<file path="src/rtl/cpu_ctrl_pkg.sv">
// cpu_ctrl_pkg: shared control-unit constants for the sequencer and the microinstruction decoder.
// Provides phase indices, opcode values, the one-hot phase encoding and a phase legality helper.
package cpu_ctrl_pkg;

    localparam int PH_FETCH = 0;
    localparam int PH_PC    = 1;
    localparam int PH_EXA   = 2;
    localparam int PH_EXB   = 3;

    localparam logic [3:0] NOP  = 4'h0;
    localparam logic [3:0] ADD  = 4'h1;
    localparam logic [3:0] SUB  = 4'h2;
    localparam logic [3:0] OUT  = 4'h3;
    localparam logic [3:0] IN   = 4'h4;
    localparam logic [3:0] LOAD = 4'h5;
    localparam logic [3:0] HLT  = 4'hF;

    typedef enum logic [3:0] {
        P0 = 4'b0001,
        P1 = 4'b0010,
        P2 = 4'b0100,
        P3 = 4'b1000
    } phase_t;

    function automatic logic phase_legal(input logic [3:0] p);
        return $onehot(p);
    endfunction

endpackage

</file>
<file path="src/rtl/step_edge_detect.sv">
// step_edge_detect: registered rising-edge detector for the single-step switch.
// Ports: clk, rst_n (async active-low), step (level), clear (discard a pending edge),
//        step_edge (one-cycle registered pulse after a 0->1 transition of step).
module step_edge_detect (
    input  logic clk,
    input  logic rst_n,
    input  logic step,
    input  logic clear,
    output logic step_edge
);

    logic step_q;

    always_ff @(posedge clk or negedge rst_n) begin
        if (!rst_n) begin
            step_q    <= 1'b0;
            step_edge <= 1'b0;
        end else begin
            step_q    <= step;
            step_edge <= step & ~step_q & ~clear;
        end
    end

endmodule

</file>
<file path="src/rtl/phase_ring_sequencer.sv">
// phase_ring_sequencer: one-hot fetch/execute phase ring with instruction register, single-step and halt.
// Ports: Clk, ResetN (async active-low), Run (free-run), Step (single-step level), Resume (clear halt),
//        LoadInstr (IR capture enable in P0), BusIn (data bus), Phase0..Phase3 (one-hot phase),
//        Instr0..Instr3 (IR[4]..IR[7]), Operand (IR[3:0]), StepAck (step-mode advance pulse), Halted.
module phase_ring_sequencer
    import cpu_ctrl_pkg::*;
#(
    parameter int         IR_WIDTH    = 8,
    parameter logic [3:0] OPCODE_HALT = HLT
) (
    input  logic                Clk,
    input  logic                ResetN,
    input  logic                Run,
    input  logic                Step,
    input  logic                Resume,
    input  logic                LoadInstr,
    input  logic [IR_WIDTH-1:0] BusIn,
    output logic                Phase0,
    output logic                Phase1,
    output logic                Phase2,
    output logic                Phase3,
    output logic                Instr0,
    output logic                Instr1,
    output logic                Instr2,
    output logic                Instr3,
    output logic [3:0]          Operand,
    output logic                StepAck,
    output logic                Halted
);

    phase_t              phase, phase_next;
    logic [IR_WIDTH-1:0] ir, ir_next;
    logic                halted, halted_next;
    logic                step_ack, step_ack_next;
    logic                step_edge;
    logic                adv;
    logic                resume_hit;

    // A resume that actually clears a halt also swallows any step edge arriving with it.
    assign resume_hit = halted & Resume;
    assign adv        = ~halted & (Run | step_edge);

    step_edge_detect u_step_edge (
        .clk       (Clk),
        .rst_n     (ResetN),
        .step      (Step),
        .clear     (resume_hit),
        .step_edge (step_edge)
    );

    always_ff @(posedge Clk or negedge ResetN) begin
        if (!ResetN) begin
            phase    <= P0;
            ir       <= '0;
            halted   <= 1'b0;
            step_ack <= 1'b0;
        end else begin
            phase    <= phase_next;
            ir       <= ir_next;
            halted   <= halted_next;
            step_ack <= step_ack_next;
        end
    end

    always_comb begin
        phase_next    = phase;
        ir_next       = ir;
        halted_next   = halted;
        step_ack_next = 1'b0;
        if (!phase_legal(phase)) begin
            phase_next = P0;
        end else if (resume_hit) begin
            halted_next = 1'b0;
            phase_next  = P0;
        end else if (adv) begin
            // Without Run, an advance can only come from a step edge.
            step_ack_next = ~Run;
            case (phase)
                P0: begin
                    phase_next = P1;
                    ir_next    = LoadInstr ? BusIn : ir;
                end
                P1: begin
                    // Halt still moves into P2, where the decoder idles on the halt opcode.
                    phase_next  = P2;
                    halted_next = (ir[7:4] == OPCODE_HALT);
                end
                P2:      phase_next = P3;
                P3:      phase_next = P0;
                default: phase_next = P0;
            endcase
        end
    end

    assign Phase0  = phase[PH_FETCH];
    assign Phase1  = phase[PH_PC];
    assign Phase2  = phase[PH_EXA];
    assign Phase3  = phase[PH_EXB];
    assign Instr0  = ir[4];
    assign Instr1  = ir[5];
    assign Instr2  = ir[6];
    assign Instr3  = ir[7];
    assign Operand = ir[3:0];
    assign StepAck = step_ack;
    assign Halted  = halted;

endmodule

</file>
<file path="config.mk">
export PLATFORM = sky130hd
export DESIGN_NAME = phase_ring_sequencer
export DESIGN_NICKNAME = d
export VERILOG_FILES = /design/src/rtl/cpu_ctrl_pkg.sv /design/src/rtl/step_edge_detect.sv /design/src/rtl/phase_ring_sequencer.sv
export SDC_FILE = /design/constraint.sdc
export NUM_CORES = 1
export LEC_CHECK = 0
export CORE_AREA = 2 2 46 48
export CTS_BUF_LIST = sky130_fd_sc_hd__clkbuf_16
export DETAILED_ROUTE_END_ITERATION = 10
export DIE_AREA = 0 0 48 50
export PLACE_DENSITY = 0.75
export SYNTH_ARGS = -nofsm -noshare
export SYNTH_HDL_FRONTEND = slang
export SYNTH_SLANG_ARGS = --single-unit
</file>
<file path="constraint.sdc">
create_clock -name Clk -period 3.2 [get_ports Clk]
set_input_delay 0.32 -clock Clk [delete_from_list [all_inputs] [get_ports Clk]]
set_output_delay 0.32 -clock Clk [all_outputs]
set_load 0.02 [all_outputs]
</file>
# Yosys cells after proc, flatten, opt, wreduce, memory -nomap -nowiden
# Index checks and enable logic that the tools add are counted.
# word_totals
out_inout_bits,14
in_bits,14
ff_bits,16
# op_classes
n_bitwise,9
reduce_logical,4
eq_ne,6
n_addsub,3
muxes,10
# ops
cell,count
$mux 4,3
$pmux 4 s3,1
$mux 1,6
$reduce_and 5->1,1
$add 1x1->2,2
$and 1x1->1,4
$eq 4x1->1 const B,1
$eq 4x2->1 const B,1
$eq 4x3->1 const B,1
$eq 4x4->1 const B,1
$not 1->1,4
$reduce_bool 2->1,2
$add 2x2->3,1
$eq 3x1->1 const B,1
$ne 3x2->1 const B,1
$reduce_and 3->1,1
$or 1x1->1,1

# Logic depth before layout (Yosys ltp)
# depth
ltp_word,5
depth_mapped,8
depth_no_buf,8

# By module
# From an unflattened synthesis, not the netlist that was laid out.
# unflattened
cells_unflattened,64
area_unflattened_um2,797.0
# modules_own_cells
module,cells_each,instances,seq_area_each_um2,area_per_inst_um2
phase_ring_sequencer,61,1,351.6,734.5
step_edge_detect,3,1,50.0,62.6

# Worst setup path after synthesis
# OpenSTA, ideal clock, no wires.
# synth_path
path_type,flip-flop to flip-flop
start,reg phase[0]
end,reg ir[0]
setup_time_ps,125
path_buffers,0
synth_period_minus_slack_ps,2589
required_ps,3075
path_stages_with_launch,9
t_arrival_ps,2464
setup_slack_ps,611
path_cell_list,dfstp_2 -> inv_1 -> fa_1 -> inv_1 -> ha_1 -> ha_1 -> nor3b_4 -> nand4_4 -> mux2_2
# synth_between
elab_chain_cells,4
# synth_lines
item,line,text
from (decl),phase_ring_sequencer.sv:31,"phase_t phase, phase_next;"
from (signal assigned),phase_ring_sequencer.sv:58,phase <= phase_next;
$add 1x1->2 (not written as such),cpu_ctrl_pkg.sv:26,return $onehot(p);
$add 2x2->3 (not written as such),cpu_ctrl_pkg.sv:26,
$eq 3x1->1,cpu_ctrl_pkg.sv:26,
$reduce_and 5->1 (no source line) *,-,
to (signal assigned),phase_ring_sequencer.sv:59,ir <= ir_next;
to (decl),phase_ring_sequencer.sv:32,"logic [IR_WIDTH-1:0] ir, ir_next;"
# Every way passes the cells marked *; elsewhere a longest branch is shown, timed or not.
# A chain may end at the register's enable or synchronous reset.

# Worst setup path after layout
# Ends and elaborated chain as after synthesis.

==> summary.txt <==
Outcome
  – Status: finished clean

STA
  – Worst setup margin: 550.0 ps
  – Final setup viols: 0
  – Unrepaired setup endpoints after global routing: false
  – Period utilization: 82.81%
  – Minimum clock period: about 2700 ps
  – Hold Worst Slack: between 500 and 600 ps
  – Highest clock rate: 377.4 MHz
  – Worst slew pin tran: 706.7 ps
  – Worst slew margin: 52.74%
  – Fin Setup TNS: 0 ps
  – Clk_skew: 0.7146 ps
  – Fin. max-slew vios: 0
  – Final hold violation count: 0

Placed design
  – Global placement routability congestion: ~0.87
  – Dpl cells: approximately 120
  – Setup WS pre-CTS: between 500 and 600 ps
  – HPWL Detailed: 1.193 mm
  – Port Buf Inserts: 27
  – Cell area after placement: approximately 1100 um2

Logic synthesis
  – Syn Area/Cell: 12.53 um2
  – Synth Instances: 63
  – Post-synthesis cell type count: 23
  – Synthesized area: 789.5 um2
  – Synthesis Warnings: 0
  – Seq cells post-synth: 16
  – Fraction of registers with async set or reset after synthesis: 100.0%
  – Synth area leaders: dfrtp_1 48%, mux2_2 11%, ha_1 7.9%, dfstp_2 3.3%, inv_1 2.9%
  – Net count after synthesis: 83
  – Top FF cell, synth: dfrtp_1
  – Post-synth top cells: 15 x dfrtp_1, 8 x mux2_2, 6 x inv_1
  – Post-synth EDFFs: 0
  – Synth top area share: approximately 48%
  – Seq/Total Area, Yosys: 50.87%
  – Synth area leader: dfrtp_1
  – Top-count cell post-synth: dfrtp_1

Clocking
  – Worst-path clk slew: 50 ps
  – Hold_buf cts: 0
  – CTS max path bufs: 2
  – Num CTS Buffers: 3
  – CTS Sinks: 16
  – Postcts setup bufs: 0
  – Post_cts resized: 0
  – Worst-Skew Late Latency: between 200 and 250 ps
  – CTS tree: yes
  – H-tree depth: 1
  – Clock root cell: clkbuf_16

GRT
  – Largest net degree at the start of global routing: 17
  – Vias in the first global route: 633
  – GRT Overall Usage: between 15 and 20%
  – First-pass GRT wire length: 2.746 mm
  – GR Overflow Total: 0
  – Initial antenna violation count: 0

Route
  – DR iter-0 viols: 9
  – Met3 Routed Length: 81 um
  – 1st-pass router iterations: 5
  – Antenna viol nets, final: 0
  – Avg Vias per Cell: 5.066
  – Final routed DRC violation total: 0
  – Top Layer Used: met4
  – Met1 wire length: 706 um
  – Final wirelength: 1.534 mm
  – Metal2 WL: ~700 um
  – Routed WL per cell: around 13 um
  – Via count: about 600

Final layout
  – Area Overhead vs Synth: 48.49%
  – Final #Nets: 115
  – Fin area: 1172 um2
  – Post-route insts no fill: roughly 120
  – Share of cells above drive strength 1: 17.02%
  – Diode count: 0
  – Final Util: 61.64%

Power
  – Worst VDD drop: 0.5649 mV
  – PwrDens: 921.0 nW/um2
  – Leak Pwr: roughly 0.51 nW
  – Final Power: 1.080 mW

Setup path
  – Arrival time worst endpoint: roughly 2800 ps
  – CP Capture Type: flip-flop
  – WP data required: 3330 ps
  – WS Path Type: flip-flop to flip-flop
  – CP max FO: 8
  – CP startpoint kind: flip-flop

Floorplan
  – Die W: ~48 um
  – Total die area: 2400 um2
  – Area of the core: 1902 um2
  – Initial core utilization: 41.51%
  – FP Rows: 16
  – IO Pins: 28
  – Die Height: 50 um

Min path
  – Min-Delay Path Class: primary input to async pin

Job
  – MaxCap Viol Count: 0
[cells in the final DEF, fill, tap and decap left out, types with 2 or more instances in the layout]
master	count
clkdlybuf4s50_1	27
dfrtp_1	15
mux2_2	8
inv_1	7
nand2_1	5
ha_1	5
a21oi_1	3
clkbuf_16	3
nor3_1	2
nand4_1	2
nand3_1	2
o31ai_1	2
[cell type report]
class	count	area [um2]
Clock inverter	1	3.754
Clock buffer	3	75.07
Fill cell	158	729.5
Sequential cell	16	401.6
Tap cell	27	33.78
Timing Repair Buffer	27	270.3
Multi-Input combinational cell	41	365.4
Inverter	6	22.52
[registers in the layout (all words and copies together) (netlist names)]
name                   count
phase                      4
u_step_edge.step_q         1
Halted                     1
StepAck                    1
ir                         8
u_step_edge.step_edge      1
[final timing paths]
check	endpoint	slack [ps]	cells past startpoint	startpoint
max	ir[0]	550	8	phase[0]
min	ir[6]	500	1	ResetN
max reg2reg	ir[0]	550	8	phase[0]
min reg2reg	ir[1]	510	1	ir[1]
max in group asynchronous	u_step_edge.step_edge	2250	1	ResetN
min in group Clk	ir[1]	510	1	ir[1]
[critical path: stages, from the launching register on]
cell,delay [ps]
dfstp_2,530
inv_1,90
fa_1,540
inv_1,50
ha_1,170
ha_1,320
nor3b_4,280
nand4_4,220
mux2_2,330
[power breakdown]
group / switching (mW) / internal [mW] / leakage (nW)
registers: 0.0477 / 0.279 / 0.199
clock network: 0.0730 / 0.165 / 0.0423
logic: 0.248 / 0.267 / 0.272
[layer usage]
| metal | global-route usage [%] | vias up |
|---|---|---|
| met5 | 0 | - |
| met4 | 8.108 | 0 |
| met3 | 3.297 | 4 |
| met2 | 23.11 | 26 |
| met1 | 22.27 | 294 |
| li1 | - | 289 |
[logic make-up (layout without fill, tap and decap cells)]
kind of cell | count (synthesis) | count (layout) | synth area share, %
compound gates | 9 | 9 | 7.764
simple gates | 18 | 18 | 16.64
flops | 16 | 16 | 50.87
mux | 8 | 8 | 11.41
buf+inv | 6 | 37 | 2.852
fa+ha+maj | 6 | 6 | 10.46
No activity file was read; power rests on OpenSTA's default activity.
